**src/rtl/e203_exu_csrctrl_mc_pkg.sv**
```systemverilog
// Shared definitions for the multi-channel CSR control stage: decode-info field
// positions, external-sequencer state encoding and default channel base index.
`ifndef E203_DECINFO_CSR_WIDTH
`define E203_DECINFO_CSR_CSRRW   0
`define E203_DECINFO_CSR_CSRRS   1
`define E203_DECINFO_CSR_CSRRC   2
`define E203_DECINFO_CSR_RS1IMM  3
`define E203_DECINFO_CSR_ZIMMM   8:4
`define E203_DECINFO_CSR_RS1IS0  9
`define E203_DECINFO_CSR_CSRIDX  21:10
`define E203_DECINFO_CSR_WIDTH   22
`endif

package e203_exu_csrctrl_mc_pkg;

    typedef enum logic [2:0] {
        ST_IDLE    = 3'd0,
        ST_RD_REQ  = 3'd1,
        ST_RD_WAIT = 3'd2,
        ST_WR_REQ  = 3'd3,
        ST_WR_WAIT = 3'd4,
        ST_DONE    = 3'd5
    } csr_state_e;

    localparam logic [3:0] EXT_IDX_BASE_DEF = 4'hE;

    function automatic logic is_wait(input csr_state_e st);
        return (st == ST_RD_WAIT) || (st == ST_WR_WAIT);
    endfunction

endpackage

```
**src/rtl/e203_exu_csrctrl_alu.sv**
```systemverilog
// CSRRW/CSRRS/CSRRC new-value computation, shared by the core and external paths.
module e203_exu_csrctrl_alu #(
    parameter int XLEN = 32
) (
    input  logic            is_rw,
    input  logic            is_rs,
    input  logic            is_rc,
    input  logic [XLEN-1:0] op1,
    input  logic [XLEN-1:0] old_val,
    output logic [XLEN-1:0] new_val
);

    // NOTE: combinational blocks assign a default first so no path can infer a latch.
    always_comb begin
        new_val = '0;
        if (is_rw)      new_val = op1;
        else if (is_rs) new_val = op1 | old_val;
        else if (is_rc) new_val = ~op1 & old_val;
    end

endmodule

```
**src/rtl/e203_exu_csrctrl_mc.sv**
```systemverilog
// CSR control stage: zero-latency core CSR path plus a sequenced read-modify-write
// engine for external coprocessor CSR channels. Optional: E203_CSRCTRL_TIMEOUT_EN.
module e203_exu_csrctrl_mc
    import e203_exu_csrctrl_mc_pkg::*;
#(
    parameter int         XLEN         = 32,
    parameter int         NUM_EXT      = 2,
    parameter logic [3:0] EXT_IDX_BASE = EXT_IDX_BASE_DEF,
    parameter int         TIMEOUT_CYC  = 64
) (
    input  logic                              clk,
    input  logic                              rst_n,
    input  logic                              csr_i_valid,
    output logic                              csr_i_ready,
    input  logic [XLEN-1:0]                   csr_i_rs1,
    input  logic [`E203_DECINFO_CSR_WIDTH-1:0] csr_i_info,
    input  logic                              csr_i_rdwen,
    output logic                              csr_ena,
    output logic                              csr_wr_en,
    output logic                              csr_rd_en,
    output logic [11:0]                       csr_idx,
    input  logic                              csr_access_ilgl,
    input  logic [XLEN-1:0]                   read_csr_dat,
    output logic [XLEN-1:0]                   wbck_csr_dat,
    input  logic [NUM_EXT-1:0]                ext_xs_off,
    output logic [NUM_EXT-1:0]                ext_req_valid,
    input  logic [NUM_EXT-1:0]                ext_req_ready,
    output logic                              ext_req_wr,
    output logic [11:0]                       ext_req_addr,
    output logic [XLEN-1:0]                   ext_req_wdata,
    input  logic [NUM_EXT-1:0]                ext_rsp_valid,
    input  logic [NUM_EXT*XLEN-1:0]           ext_rsp_rdata,
    input  logic [NUM_EXT-1:0]                ext_rsp_err,
    output logic                              csr_o_valid,
    input  logic                              csr_o_ready,
    output logic [XLEN-1:0]                   csr_o_wbck_wdat,
    output logic                              csr_o_wbck_err
);

    logic            is_rw, is_rs, is_rc, rs1imm, rs1is0;
    logic [4:0]      zimm;
    logic [XLEN-1:0] op1, alu_old, alu_new;

    assign is_rw   = csr_i_info[`E203_DECINFO_CSR_CSRRW];
    assign is_rs   = csr_i_info[`E203_DECINFO_CSR_CSRRS];
    assign is_rc   = csr_i_info[`E203_DECINFO_CSR_CSRRC];
    assign rs1imm  = csr_i_info[`E203_DECINFO_CSR_RS1IMM];
    assign rs1is0  = csr_i_info[`E203_DECINFO_CSR_RS1IS0];
    assign zimm    = csr_i_info[`E203_DECINFO_CSR_ZIMMM];
    assign csr_idx = csr_i_info[`E203_DECINFO_CSR_CSRIDX];
    assign op1     = rs1imm ? XLEN'(zimm) : csr_i_rs1;

    csr_state_e state_q, state_d;
    logic [XLEN-1:0] old_q;
    logic            err_q;

    // Decode into a one-hot channel mask; inputs are held stable for the whole operation.
    logic [4:0]         ch_off;
    logic               in_range, sel_ext;
    logic [NUM_EXT-1:0] ch_oh;
    logic               req_rdy, rsp_vld, rsp_err;
    logic [XLEN-1:0]    rsp_rdata;

    assign ch_off   = {1'b0, csr_idx[11:8]} - {1'b0, EXT_IDX_BASE};
    assign in_range = ch_off < 5'(NUM_EXT);
    assign ch_oh    = in_range ? (NUM_EXT'(1) << ch_off) : '0;
    assign sel_ext  = |(ch_oh & ~ext_xs_off);
    assign req_rdy  = |(ch_oh & ext_req_ready);
    assign rsp_vld  = |(ch_oh & ext_rsp_valid);
    assign rsp_err  = |(ch_oh & ext_rsp_err);

    always_comb begin
        rsp_rdata = '0;
        for (int k = 0; k < NUM_EXT; k++)
            if (ch_oh[k]) rsp_rdata = rsp_rdata | ext_rsp_rdata[k*XLEN +: XLEN];
    end

    assign alu_old = (state_q == ST_IDLE) ? read_csr_dat : old_q;

    e203_exu_csrctrl_alu #(.XLEN(XLEN)) u_alu (
        .is_rw   (is_rw),
        .is_rs   (is_rs),
        .is_rc   (is_rc),
        .op1     (op1),
        .old_val (alu_old),
        .new_val (alu_new)
    );

    assign wbck_csr_dat  = alu_new;
    assign ext_req_wdata = alu_new;
    assign ext_req_addr  = csr_idx;

    logic timeout;
`ifdef E203_CSRCTRL_TIMEOUT_EN
    localparam int TMR_W = $clog2(TIMEOUT_CYC);
    logic [TMR_W-1:0] timer_q;
    assign timeout = (timer_q == TMR_W'(TIMEOUT_CYC - 1));
`else
    assign timeout = 1'b0;
`endif

    logic req_phase, start_op, cap_old, set_err, skip_wr;
    assign skip_wr = ~is_rw & rs1is0;

    always_comb begin
        state_d         = state_q;
        csr_i_ready     = 1'b0;
        csr_o_valid     = 1'b0;
        csr_o_wbck_wdat = old_q;
        csr_o_wbck_err  = err_q;
        csr_ena         = 1'b0;
        csr_rd_en       = 1'b0;
        csr_wr_en       = 1'b0;
        req_phase       = 1'b0;
        ext_req_wr      = 1'b0;
        start_op        = 1'b0;
        cap_old         = 1'b0;
        set_err         = 1'b0;
        unique case (state_q)
            ST_IDLE: begin
                if (sel_ext) begin
                    if (csr_i_valid) begin
                        start_op = 1'b1;
                        state_d  = (is_rw & ~csr_i_rdwen) ? ST_WR_REQ : ST_RD_REQ;
                    end
                end else begin
                    csr_o_valid     = csr_i_valid;
                    csr_i_ready     = csr_o_ready;
                    csr_rd_en       = csr_i_valid & (is_rw ? csr_i_rdwen : 1'b1);
                    csr_wr_en       = csr_i_valid & (is_rw | ~rs1is0);
                    csr_ena         = csr_i_valid & csr_o_ready;
                    csr_o_wbck_wdat = read_csr_dat;
                    csr_o_wbck_err  = csr_access_ilgl;
                end
            end
            ST_RD_REQ: begin
                req_phase = 1'b1;
                if (req_rdy) state_d = ST_RD_WAIT;
            end
            ST_RD_WAIT: begin
                if (rsp_vld) begin
                    cap_old = 1'b1;
                    set_err = rsp_err;
                    state_d = (rsp_err | skip_wr) ? ST_DONE : ST_WR_REQ;
                end else if (timeout) begin
                    set_err = 1'b1;
                    state_d = ST_DONE;
                end
            end
            ST_WR_REQ: begin
                req_phase  = 1'b1;
                ext_req_wr = 1'b1;
                if (req_rdy) state_d = ST_WR_WAIT;
            end
            ST_WR_WAIT: begin
                ext_req_wr = 1'b1;
                if (rsp_vld) begin
                    set_err = rsp_err;
                    state_d = ST_DONE;
                end else if (timeout) begin
                    set_err = 1'b1;
                    state_d = ST_DONE;
                end
            end
            ST_DONE: begin
                csr_o_valid = 1'b1;
                csr_i_ready = csr_o_ready;
                if (csr_o_ready) state_d = ST_IDLE;
            end
            default: state_d = ST_IDLE;
        endcase
    end

    assign ext_req_valid = ch_oh & {NUM_EXT{req_phase}};

    // NOTE: reset is synchronous, so it lives inside the clocked branch rather than the sensitivity list.
    always_ff @(posedge clk) begin
        if (!rst_n) begin
            state_q <= ST_IDLE;
            old_q   <= '0;
            err_q   <= 1'b0;
`ifdef E203_CSRCTRL_TIMEOUT_EN
            timer_q <= '0;
`endif
        end else begin
            state_q <= state_d;
            if (start_op) begin
                old_q <= '0;
                err_q <= 1'b0;
            end else begin
                if (cap_old) old_q <= rsp_rdata;
                if (set_err) err_q <= 1'b1;
            end
`ifdef E203_CSRCTRL_TIMEOUT_EN
            timer_q <= (is_wait(state_q) && state_d == state_q) ? timer_q + 1'b1 : '0;
`endif
        end
    end

endmodule

```
**config.mk**
```make
export PLATFORM = sky130hd
export DESIGN_NAME = e203_exu_csrctrl_mc
export DESIGN_NICKNAME = d
export VERILOG_FILES = /design/src/rtl/e203_exu_csrctrl_mc_pkg.sv /design/src/rtl/e203_exu_csrctrl_alu.sv /design/src/rtl/e203_exu_csrctrl_mc.sv
export SDC_FILE = /design/constraint.sdc
export NUM_CORES = 1
export LEC_CHECK = 0
export ABC_AREA = 1
export CAP_MARGIN = 20
export CORE_ASPECT_RATIO = 0.6
export CORE_UTILIZATION = 32
export CTS_CLUSTER_DIAMETER = 100
export DETAILED_ROUTE_END_ITERATION = 8
export PLACE_DENSITY = 0.86
export REMOVE_ABC_BUFFERS = 1
export SLEW_MARGIN = 20
export SYNTH_ARGS = -nofsm -noshare
export SYNTH_HDL_FRONTEND = slang
export SYNTH_SLANG_ARGS = --single-unit
export TNS_END_PERCENT = 50
```
**constraint.sdc**
```tcl
create_clock -name clk -period 2.55 [get_ports clk]
set_input_delay 0.765 -clock clk [delete_from_list [all_inputs] [get_ports clk]]
set_output_delay 0.765 -clock clk [all_outputs]
set_load 0.01 [all_outputs]
```
Yosys cells after proc, flatten, opt, wreduce, memory -nomap -nowiden
Cells that the tools add are included.
{ "totals": {"reg_bits": 36, "input_bits": 164} }
{ "classes": {"n_reduce_logical": 10, "n_bitwise": 21, "n_mux": 42, "n_addsub": 1, "shifts": 1, "magnitude_cmp": 1, "eq_ne": 12} }
{ "op_table": {"columns": ["cell", "count"], "rows": [
  ["32-bit two-way mux", 9],
  ["32-bit OR", 2],
  ["32-bit bitwise AND", 1],
  ["32-bit inverter", 1],
  ["3-bit two-way mux", 8],
  ["1-bit two-way mux", 20],
  ["3-bit case mux with 6 select lines", 1],
  ["2-bit OR reduction", 8],
  ["2-bit inequality test (second input constant)", 7],
  ["2-bit bitwise AND", 5],
  ["7-bit AND reduction", 1],
  ["3-bit by 2-bit == test with 1-bit output (second input constant)", 2],
  ["3-bit == test (second input constant)", 2],
  ["1-bit bitwise AND", 5],
  ["5-bit by 2-bit less-than comparator with 1-bit output (second input constant)", 1],
  ["1-bit by 5-bit << shifter with 2-bit output (first input constant)", 1],
  ["4-bit by 4-bit subtractor with 5-bit output (second input constant)", 1],
  ["2-bit two-way mux", 2],
  ["1-bit inverter", 4],
  ["1-bit case mux with 2 select lines", 2],
  ["3-bit by 1-bit == test with 1-bit output (second input constant)", 1],
  ["3-bit logical NOT", 1],
  ["2-bit inverter", 1],
  ["1-bit OR", 2]
]} }

Depth between registers and ports, before layout
Gate-level depths: netlist (run 1).
{ "depth": {"word_depth": 9, "depth_mapped": 11} }

By module
From an unflattened synthesis (run 1), not the netlist that was laid out.
{ "unflattened": {"hier_cells": 861, "area_unflattened_um2": 4503.1} }
{ "modules_own_cells": {"columns": ["mod", "cells_per_inst", "area_each_um2", "instances"], "rows": [
  ["e203_exu_csrctrl_mc", 626, 3568.4, 1],
  ["e203_exu_csrctrl_alu", 235, 934.6, 1]
]} }

Least setup slack after synthesis (run 1)
Ideal clock, no wire load.
{ "synth_path": {"kind": "in2out", "startpoint": "in csr_i_info[19]", "endpoint": "out csr_o_wbck_err", "setup_slack_ns": -0.222, "path_stages": 8, "arrival_ns": 2.007, "path_buffers": 2, "required_ns": 1.785, "path_cell_list": "ha_1 > nor2_8 > nand4_1 > nand3_2 > inv_2 > buf_6 > buf_6 > o21ai_1"} }
{ "synth_via": {"elab_chain_len": 7, "word_cells_on_any_way": 8, "classes_between": "add/sub (1); order compare (1); shift (1); mux (3); bitwise (1); reduce/logical (1)"} }
{ "synth_lines": {"columns": ["element", "line_no", "text"], "rows": [
  ["start, declared", "e203_exu_csrctrl_mc.sv:16", "input logic [`E203_DECINFO_CSR_WIDTH-1:0] csr_i_info,"],
  ["4-bit by 4-bit subtractor with 5-bit output (*)", "e203_exu_csrctrl_mc.sv:64", "assign ch_off = {1'b0, csr_idx[11:8]} - {1'b0, EXT_IDX_BASE};"],
  ["5-bit by 2-bit less-than comparator with 1-bit output or 1-bit by 5-bit << shifter with 2-bit output (tied branches)", "e203_exu_csrctrl_mc.sv:65, e203_exu_csrctrl_mc.sv:66", null],
  ["2-bit two-way mux (*)", "e203_exu_csrctrl_mc.sv:66", "assign ch_oh = in_range ? (NUM_EXT'(1) << ch_off) : '0;"],
  ["2-bit bitwise AND (*)", "e203_exu_csrctrl_mc.sv:67", "assign sel_ext = |(ch_oh & ~ext_xs_off);"],
  ["2-bit OR reduction (*)", "e203_exu_csrctrl_mc.sv:67", null],
  ["1-bit two-way mux (*)", "e203_exu_csrctrl_mc.sv:121", "if (sel_ext) begin"],
  ["1-bit two-way mux (*)", "e203_exu_csrctrl_mc.sv:119", "unique case (state_q)"],
  ["end, declared", "e203_exu_csrctrl_mc.sv:37", "output logic csr_o_wbck_err"]
]} }
Mark *: on every way between the ends. The rest lies on a longest branch, timed or not.

Worst setup path after layout (run 1)
{ "layout_path": {"startpoint": "in csr_i_info[20]", "endpoint": "out csr_o_wbck_wdat[2]"} }
{ "layout_via": {"elab_chain_len": 7, "word_cells_on_any_way": 8, "classes_between": "add/sub (1); order compare (1); shift (1); mux (3); bitwise (1); reduce/logical (1)"} }
{ "layout_lines": {"columns": ["element", "line_no", "text"], "rows": [
  ["4-bit by 4-bit subtractor with 5-bit output (*)", "e203_exu_csrctrl_mc.sv:64", null],
  ["5-bit by 2-bit less-than comparator with 1-bit output or 1-bit by 5-bit << shifter with 2-bit output (tied branches)", "e203_exu_csrctrl_mc.sv:65, e203_exu_csrctrl_mc.sv:66", null],
  ["2-bit two-way mux (*)", "e203_exu_csrctrl_mc.sv:66", null],
  ["2-bit bitwise AND (*)", "e203_exu_csrctrl_mc.sv:67", null],
  ["2-bit OR reduction (*)", "e203_exu_csrctrl_mc.sv:67", null],
  ["32-bit two-way mux (*)", "e203_exu_csrctrl_mc.sv:121", null],
  ["32-bit two-way mux (*)", "e203_exu_csrctrl_mc.sv:119", null],
  ["end, declared", "e203_exu_csrctrl_mc.sv:36", "output logic [XLEN-1:0] csr_o_wbck_wdat,"]
]} }
Marked as above.

==> results of run 1 <==
## path summary, 6_finish.rpt
check        depth (start not counted)                endpoint                     from  slack (ns)
max                                 11      csr_o_wbck_wdat[2]           csr_i_info[20]       -0.41
min reg2reg                          2  old_q[26]$_SDFFE_PP0P_   old_q[26]$_SDFFE_PP0P_        0.47
max reg2reg                          7   old_q[0]$_SDFFE_PP0P_  state_q[0]$_SDFFE_PN0P_        0.75
min                                  2  old_q[26]$_SDFFE_PP0P_   old_q[26]$_SDFFE_PP0P_        0.47
## metrics by stage
stage	cell area [um^2]	TNS, ns	hold WS (ns)
2_1_floorplan	3340	-42.57	0.441
3_3_place_gp	6930	-99.55	0.450
3_5_place_dp	6930	-104.63	0.455
6_report	7440	-13.43	0.467
4_1_cts	7250	-12.11	0.463
5_1_grt	7440	-16.52	0.481
## synthesized netlist by cell type, drive strengths merged
library cell    n  area, um^2
o21bai          1        7.51
nor3            3        15.0
dfxtp          36         721
clkinv          3        11.3
inv            48         180
nand4           6        43.8
clkbuf         11        41.3
nor2           16        91.3
o21ai          46         241
nand3          40         205
a21oi          98         603
buf            88         672
nand2         243         937
a22oi           5        37.5
ha              1        12.5
o211ai         24         180
mux2i           5        50.1
or2             1        6.26
## metal layers
| metal | vias up | part of all wire |
|---|---|---|
| li1 | 2686 | - |
| met1 | 2539 | 0.45 |
| met2 | 303 | 0.46 |
| met3 | 28 | 0.078 |
| met4 | 0 | 0.015 |
| met5 | - | 0 |
## power breakdown
part	total (mW)	switching [mW]	internal [mW]	leakage, nW
Clock	0.627	0.236	0.390	0.0712
Combinational	4.30	2.35	1.94	2.87
Sequential	0.594	0.0136	0.580	0.290
Total	5.52	2.60	2.91	3.23
## what timing repair did
item	CTS	global route
setup endpoints to repair	136	81
hold endpoints to repair	0	0
pin swaps	18	9
gates resized for setup	546	76
buffers inserted	16	6
cloned	6	2
## area by class of cell
class                           count  area share
Timing Repair inverter              1     0.00151
Multi-Input combinational cell    489       0.387
Clock buffer                        8      0.0197
Inverter                           51      0.0283
Sequential cell                    36      0.0969
Timing Repair Buffer              353       0.438
Tap cell                          165      0.0278
## registers in the layout, summed over array words and instances (netlist names)
name	cells
err_q	1
state_q	3
old_q	32
## logic make-up (layout without fill, tap and decap cells)
group           after synthesis  after routing  share of synthesized area
compound gates              174            174                      0.264
fa+ha+maj                     1              1                    0.00308
buf+inv                     150            413                      0.223
flops                        36             36                      0.178
mux                           5              5                     0.0123
simple gates                309            309                      0.320
## worst register-to-register path, delay by kind of cell, from the launching register on
kind | cells | cell delay (ns)
flip-flops | 1 | 0.33
AND/OR/NAND/NOR | 2 | 0.31
AO/OA/AOI/OAI | 1 | 0.14
buffers and inverters | 4 | 0.96
==> metrics.md, run 1 <==
| Metric | Value |
|---|---|
| Outcome | finished, violations left |
| Violated checks | setup timing |
| Met2 Resource Use GR | 0.453 |
| GRT Total Usage | 0.269 |
| Critical path fanouts, max | 6 |
| CP Capture Type | primary output |
| Required @ worst endpoint | ~1.8 ns |
| Largest net degree at the start of global routing | 29 |
| VDD IR max | 532 uV |
| H-tree depth | 2 |
| Pwr per Cell Area | 742 nW/um^2 |
| I/O pins | between 200 and 300 |
| Most common cell after layout, fill and taps aside | nand2_1 |
| Share of layout cells above drive strength 1 | 0.377 |
| Via density | about 5.0 |
| # DRC | 0 |
| Worst path buffer plus inverter count | 5 |
| Total Wirelength | 18800 um |
| Post-route ant nets | 0 |
| Final Instance Count excl. Fillers | roughly 1100 |
| Fillers | ~1100 |
| Timing-limited maximum frequency | around 340 MHz |
| Detailed placement HPWL | 13300 um |
| Syn Area/Cell | between 6 and 7 um^2 |
| Die area | between 10000 and 15000 um^2 |
| First-pass GRT wire length | about 27000 um |
| Slew HR | 0.704 |
| Worst path slowest cell | ha_4 |
| Ys Warns | 0 |
| Final net count | between 1000 and 1500 |
| Initial DRC count | approximately 310 |
| Placed Instances | between 1000 and 1500 |
| Register area | just over 700 um^2 |
| DR WL/cell | between 15 and 20 um |
| Post-Syn Instances | 675 |
| Synth unique cells | 30 |
| Mapped Area | between 4000 and 5000 um^2 |
| Initial antenna violation count | 0 |
| Die W | approximately 150 um |
| Crit path DAT | ~2.2 ns |
| Worst slack, placed | -1.23 ns |
| GR Overflow Total | 0 |
| Clock transition at path regs | about 0.050 ns |
| GRT met3 Usage | 0.0622 |
| Vias in the first global route | a little over 5000 |
| Final Slew Violations | 0 |
| Unrepaired setup endpoints after global routing | true |
| Most used cell, CP | buf_12 |
| Sequential area share after synthesis | 0.178 |
| Worst slew pin tran | about 0.44 ns |
| Maximum Capacitance Violations | 0 |
| Syn-to-layout area delta | 83.3% |
| Root buffer cell | clkbuf_16 |
| Fin util | 0.609 |
| CP Cell Sequence | buf_8, ha_4, nor2_8, nand4_1, nand3_4, clkinv_8, buf_12, buf_12, nand2_2, o21ai_2, buf_2 |
| Crit start category | input port |
| Total CTS buffers | 5 |
| Rows | 31 |
| Final hold vios | 0 |
| Routability Congestion | approximately 0.96 |
| Hold Crit Class | reg2reg |
| ANT cells | 0 |
| Hold_buf cts | 0 |
| Final min period | 2.96 ns |
| Die H | roughly 89 um |
| Setup Crit Path Kind | in2out |
| Met1 GRT Util | 0.351 |
| Tot Pwr | 5.52 mW |
| Initial Utilization | 0.332 |
| Final setup violation count | 49 |
| DRT Pass-1 Iters | 5 |
| Final Worst Setup Slack | -0.412 ns |
| Clk sinks | 36 |
| TritonCTS clock tree | yes |
| Core ar. | between 10000 and 15000 um^2 |
| Area of the multi-input gates | approximately 2900 um^2 |
| Insertion delay to the later sink of the worst-skew pair | roughly 0.28 ns |
| Final period util | 1.16 |
| Most frequent cells in the layout | 210 x nand2_1, 143 x clkdlybuf4s50_1, 95 x buf_2 |
| Register bit total from synthesis | 36 |
| Delay-heaviest family, CP | buffers and inverters |
| Clock tree buffer depth | 2 |
| Layout Skew | approximately 0.0052 ns |
| IO Port Bufs | 268 |
| DR vias | between 5000 and 6000 |
| Leak pwr | around 3.2 nW |
| Worst path max stage delay | between 0.2 and 0.3 ns |
| GR peak layer | met2 |
(Power assumes the default switching activity.)
==> run 2, diff against run 1 <==
Settings changed: CAP_MARGIN 20 to not set, GPL_TIMING_DRIVEN set to 0.
==> run 2 against run 1 <==
  * Sequential power grew 3%
  * Die area unchanged
  * Clock power is 3% higher
  * Clock-buffer cell count decreased by 2
  * Utilization increased by 0.38 points
  * Register-to-register slack worse by 0.38 ns
  * Power up 18%
  * Worst setup slack lost 0.054 ns
  * The flow still finishes with violations (setup timing)
  * First-iteration DRC count grew 9.9%
==> metrics.md, run 2 (synthesis gave the netlist of run 1 again) <==
| Metric | Value |
|---|---|
| Outcome | finished, violations left (unchanged) |
| Violated checks | setup timing (unchanged) |
| Tot Pwr | 6.49 mW (was 5.52 mW) |
| Largest net degree at the start of global routing | 35 (was 29) |
| Final period util | 1.18 (was 1.16) |
| Worst slew pin tran | 0.952 ns (was 0.443 ns) |
| Initial antenna violation count | 0 (unchanged) |
| Syn-to-layout area delta | 84.5% (was 83.3%) |
| Hold Crit Class | reg2reg (unchanged) |
| GR Overflow Total | 0 (unchanged) |
| Insertion delay to the later sink of the worst-skew pair | 0.29 ns (was 0.28 ns) |
| Via density | 5.30 (was 5.04) |
| Leak pwr | 3.19 nW (was 3.23 nW) |
| Critical path fanouts, max | 8 (was 6) |
| Final Slew Violations | 0 (unchanged) |
| DRT Pass-1 Iters | 5 (unchanged) |
| VDD IR max | 407 uV (was 532 uV) |
| Area of the multi-input gates | 3010 um^2 (was 2880 um^2) |
| Timing-limited maximum frequency | 332 MHz (was 338 MHz) |
| Initial Utilization | 0.332 (unchanged) |
| Final min period | 3.02 ns (was 2.96 ns) |
| Hold_buf cts | 0 (unchanged) |
| DR WL/cell | 20.5 um (was 17.0 um) |
| Final Worst Setup Slack | -0.465 ns (was -0.412 ns) |
| Fin util | 0.612 (was 0.609) |
| Fillers | 1106 (was 1108) |
| Total CTS buffers | 5 (unchanged) |
| ANT cells | 0 (unchanged) |
| Die area | 13100 um^2 (unchanged) |
| Max reg flops | 32 (unchanged) |
| GRT Total Usage | 0.317 (was 0.269) |
| Crit path DAT | 2.25 ns (was 2.20 ns) |
| Most frequent cells in the layout | 216 x nand2_1, 136 x clkdlybuf4s50_1, 83 x buf_2 (was 210 x nand2_1, 143 x clkdlybuf4s50_1, 95 x buf_2) |
| Share of layout cells above drive strength 1 | 0.368 (was 0.377) |
| I/O pins | 293 (unchanged) |
| Most common cell after layout, fill and taps aside | nand2_1 (unchanged) |
| First-pass GRT wire length | 30800 um (was 27400 um) |
| TritonCTS clock tree | yes (unchanged) |
| Crit start category | input port (unchanged) |
| CP Cell Sequence | buf_8, ha_4, nor2_8, nand4_1, nand3_4, buf_12, buf_8, clkinv_8, o21ai_4, buf_6 (was buf_8, ha_4, nor2_8, nand4_1, nand3_4, clkinv_8, buf_12, buf_12, nand2_2, o21ai_2, buf_2) |
| Clk sinks | 36 (unchanged) |
| Setup Crit Path Kind | in2out (unchanged) |
| Total Wirelength | 22200 um (was 18800 um) |
| Vias in the first global route | 5428 (was 5123) |
| Die W | 147 um (unchanged) |
| # DRC | 0 (unchanged) |
| Initial DRC count | 344 (was 313) |
| H-tree depth | 2 (unchanged) |
| Post-route ant nets | 0 (unchanged) |
| Worst hold slack | 0.462 ns (was 0.467 ns) |
| Final setup violation count | 43 (was 49) |
| Unrepaired setup endpoints after global routing | true (unchanged) |
| Pwr per Cell Area | 867 nW/um^2 (was 742 nW/um^2) |
| Clock transition at path regs | 0.06 ns (was 0.05 ns) |
| Biggest register | old_q (unchanged) |
| Die H | 89.2 um (unchanged) |
| Slew HR | 0.364 (was 0.704) |
| Required @ worst endpoint | 1.79 ns (about the same) |
| CP Capture Type | primary output (unchanged) |
| Final net count | 1082 (was 1102) |
| Maximum Capacitance Violations | 0 (unchanged) |
| Core ar. | 12200 um^2 (unchanged) |
| Final hold vios | 0 (unchanged) |
| DR vias | 5741 (was 5556) |
| Clock tree buffer depth | 2 (unchanged) |
| Register area | 723 um^2 (was 721 um^2) |
| Root buffer cell | clkbuf_16 (unchanged) |
| IO Port Bufs | 268 (unchanged) |
| Worst path max stage delay | 0.25 ns (about the same) |
| Detailed placement HPWL | 11300 um (was 13300 um) |
| Worst slack, placed | -2.08 ns (was -1.23 ns) |
| Routability Congestion | 0.818 (was 0.956) |
| Rows | 31 (unchanged) |
| Most used cell, CP | buf_8 (was buf_12) |
| Layout Skew | 0.00253 ns (was 0.00521 ns) |
| Worst path slowest cell | ha_4 (unchanged) |
| Top Registers | old_q x32, state_q x3, err_q x1 (unchanged) |
-- run 2: changes by cell type in the layout (fill, tap and decap cells not counted), moves of 6 or more --
cell	previous run	this run
clkdlybuf4s50_1	143	136
buf_2	95	83
buf_4	48	22
nand2_8	0	6
buf_12	23	12
nand2_1	210	216
-- run 2: layout make-up --
cell class | count | share of cell area
inverter | 51 | 0.0356
sequential | 36 | 0.0967
multi-input combinational | 494 | 0.402
tap | 165 | 0.0276
clock inverter | 2 | 0.00134
clock buffer | 6 | 0.0186
timing repair buffer | 315 | 0.384
timing repair inverter | 14 | 0.0344
-- run 2: what timing repair did --
| action | CTS | global route |
|---|---|---|
| gates resized for setup | 599 | 91 |
| setup endpoints to repair | 147 | 103 |
| cloned | 17 | 2 |
| setup buffers | 41 | 9 |
| pin swaps | 36 | 24 |
-- run 2: power by group --
part	internal, mW	leakage, nW	switching [mW]
Clock	0.386	0.0766	0.260
Sequential	0.582	0.291	0.0274
Combinational	2.13	2.83	3.11
Total	3.10	3.19	3.39
-- run 2: routing by layer --
metal  part of all wire  up-vias  routed length [um]  GRT usage
met5                  0        -                   0          0
met4              0.027        0                 602      0.100
met2               0.45      348                9880      0.522
met3               0.11       44                2390     0.0934
li1                   -     2663                   -          -
met1               0.42     2686                9280      0.402
-- run 2: path summary, 6_finish.rpt --
| kind | slack (ns) | to | depth (start not counted) | start |
|---|---|---|---|---|
| setup / recovery | -0.47 | csr_o_wbck_wdat[20] | 10 | csr_i_info[20] |
| hold / removal | 0.46 | old_q[15]$_SDFFE_PP0P_ | 2 | old_q[15]$_SDFFE_PP0P_ |
| setup reg to reg | 0.37 | old_q[29]$_SDFFE_PP0P_ | 6 | state_q[2]$_SDFFE_PN0P_ |
| hold reg to reg | 0.46 | old_q[15]$_SDFFE_PP0P_ | 2 | old_q[15]$_SDFFE_PP0P_ |
-- run 2: critical path: cells and delay by family --
kind / cells / cell delay, ns
adders and majority gates: 1 / 0.25
and+or+nand+nor: 3 / 0.48
buffers and inverters: 5 / 0.58
AOI/OAI and AO/OA: 1 / 0.17
-- run 2: through the flow --
stage               instances  setup TNS, ns  instance area, um^2
floorplan                 576         -42.57                 3340
global placement         1009        -247.27                 6230
detailed placement       1011        -224.58                 6290
CTS                      1075         -15.95                 7190
global route             1083         -18.77                 7480
finish                   1083         -15.64                 7480
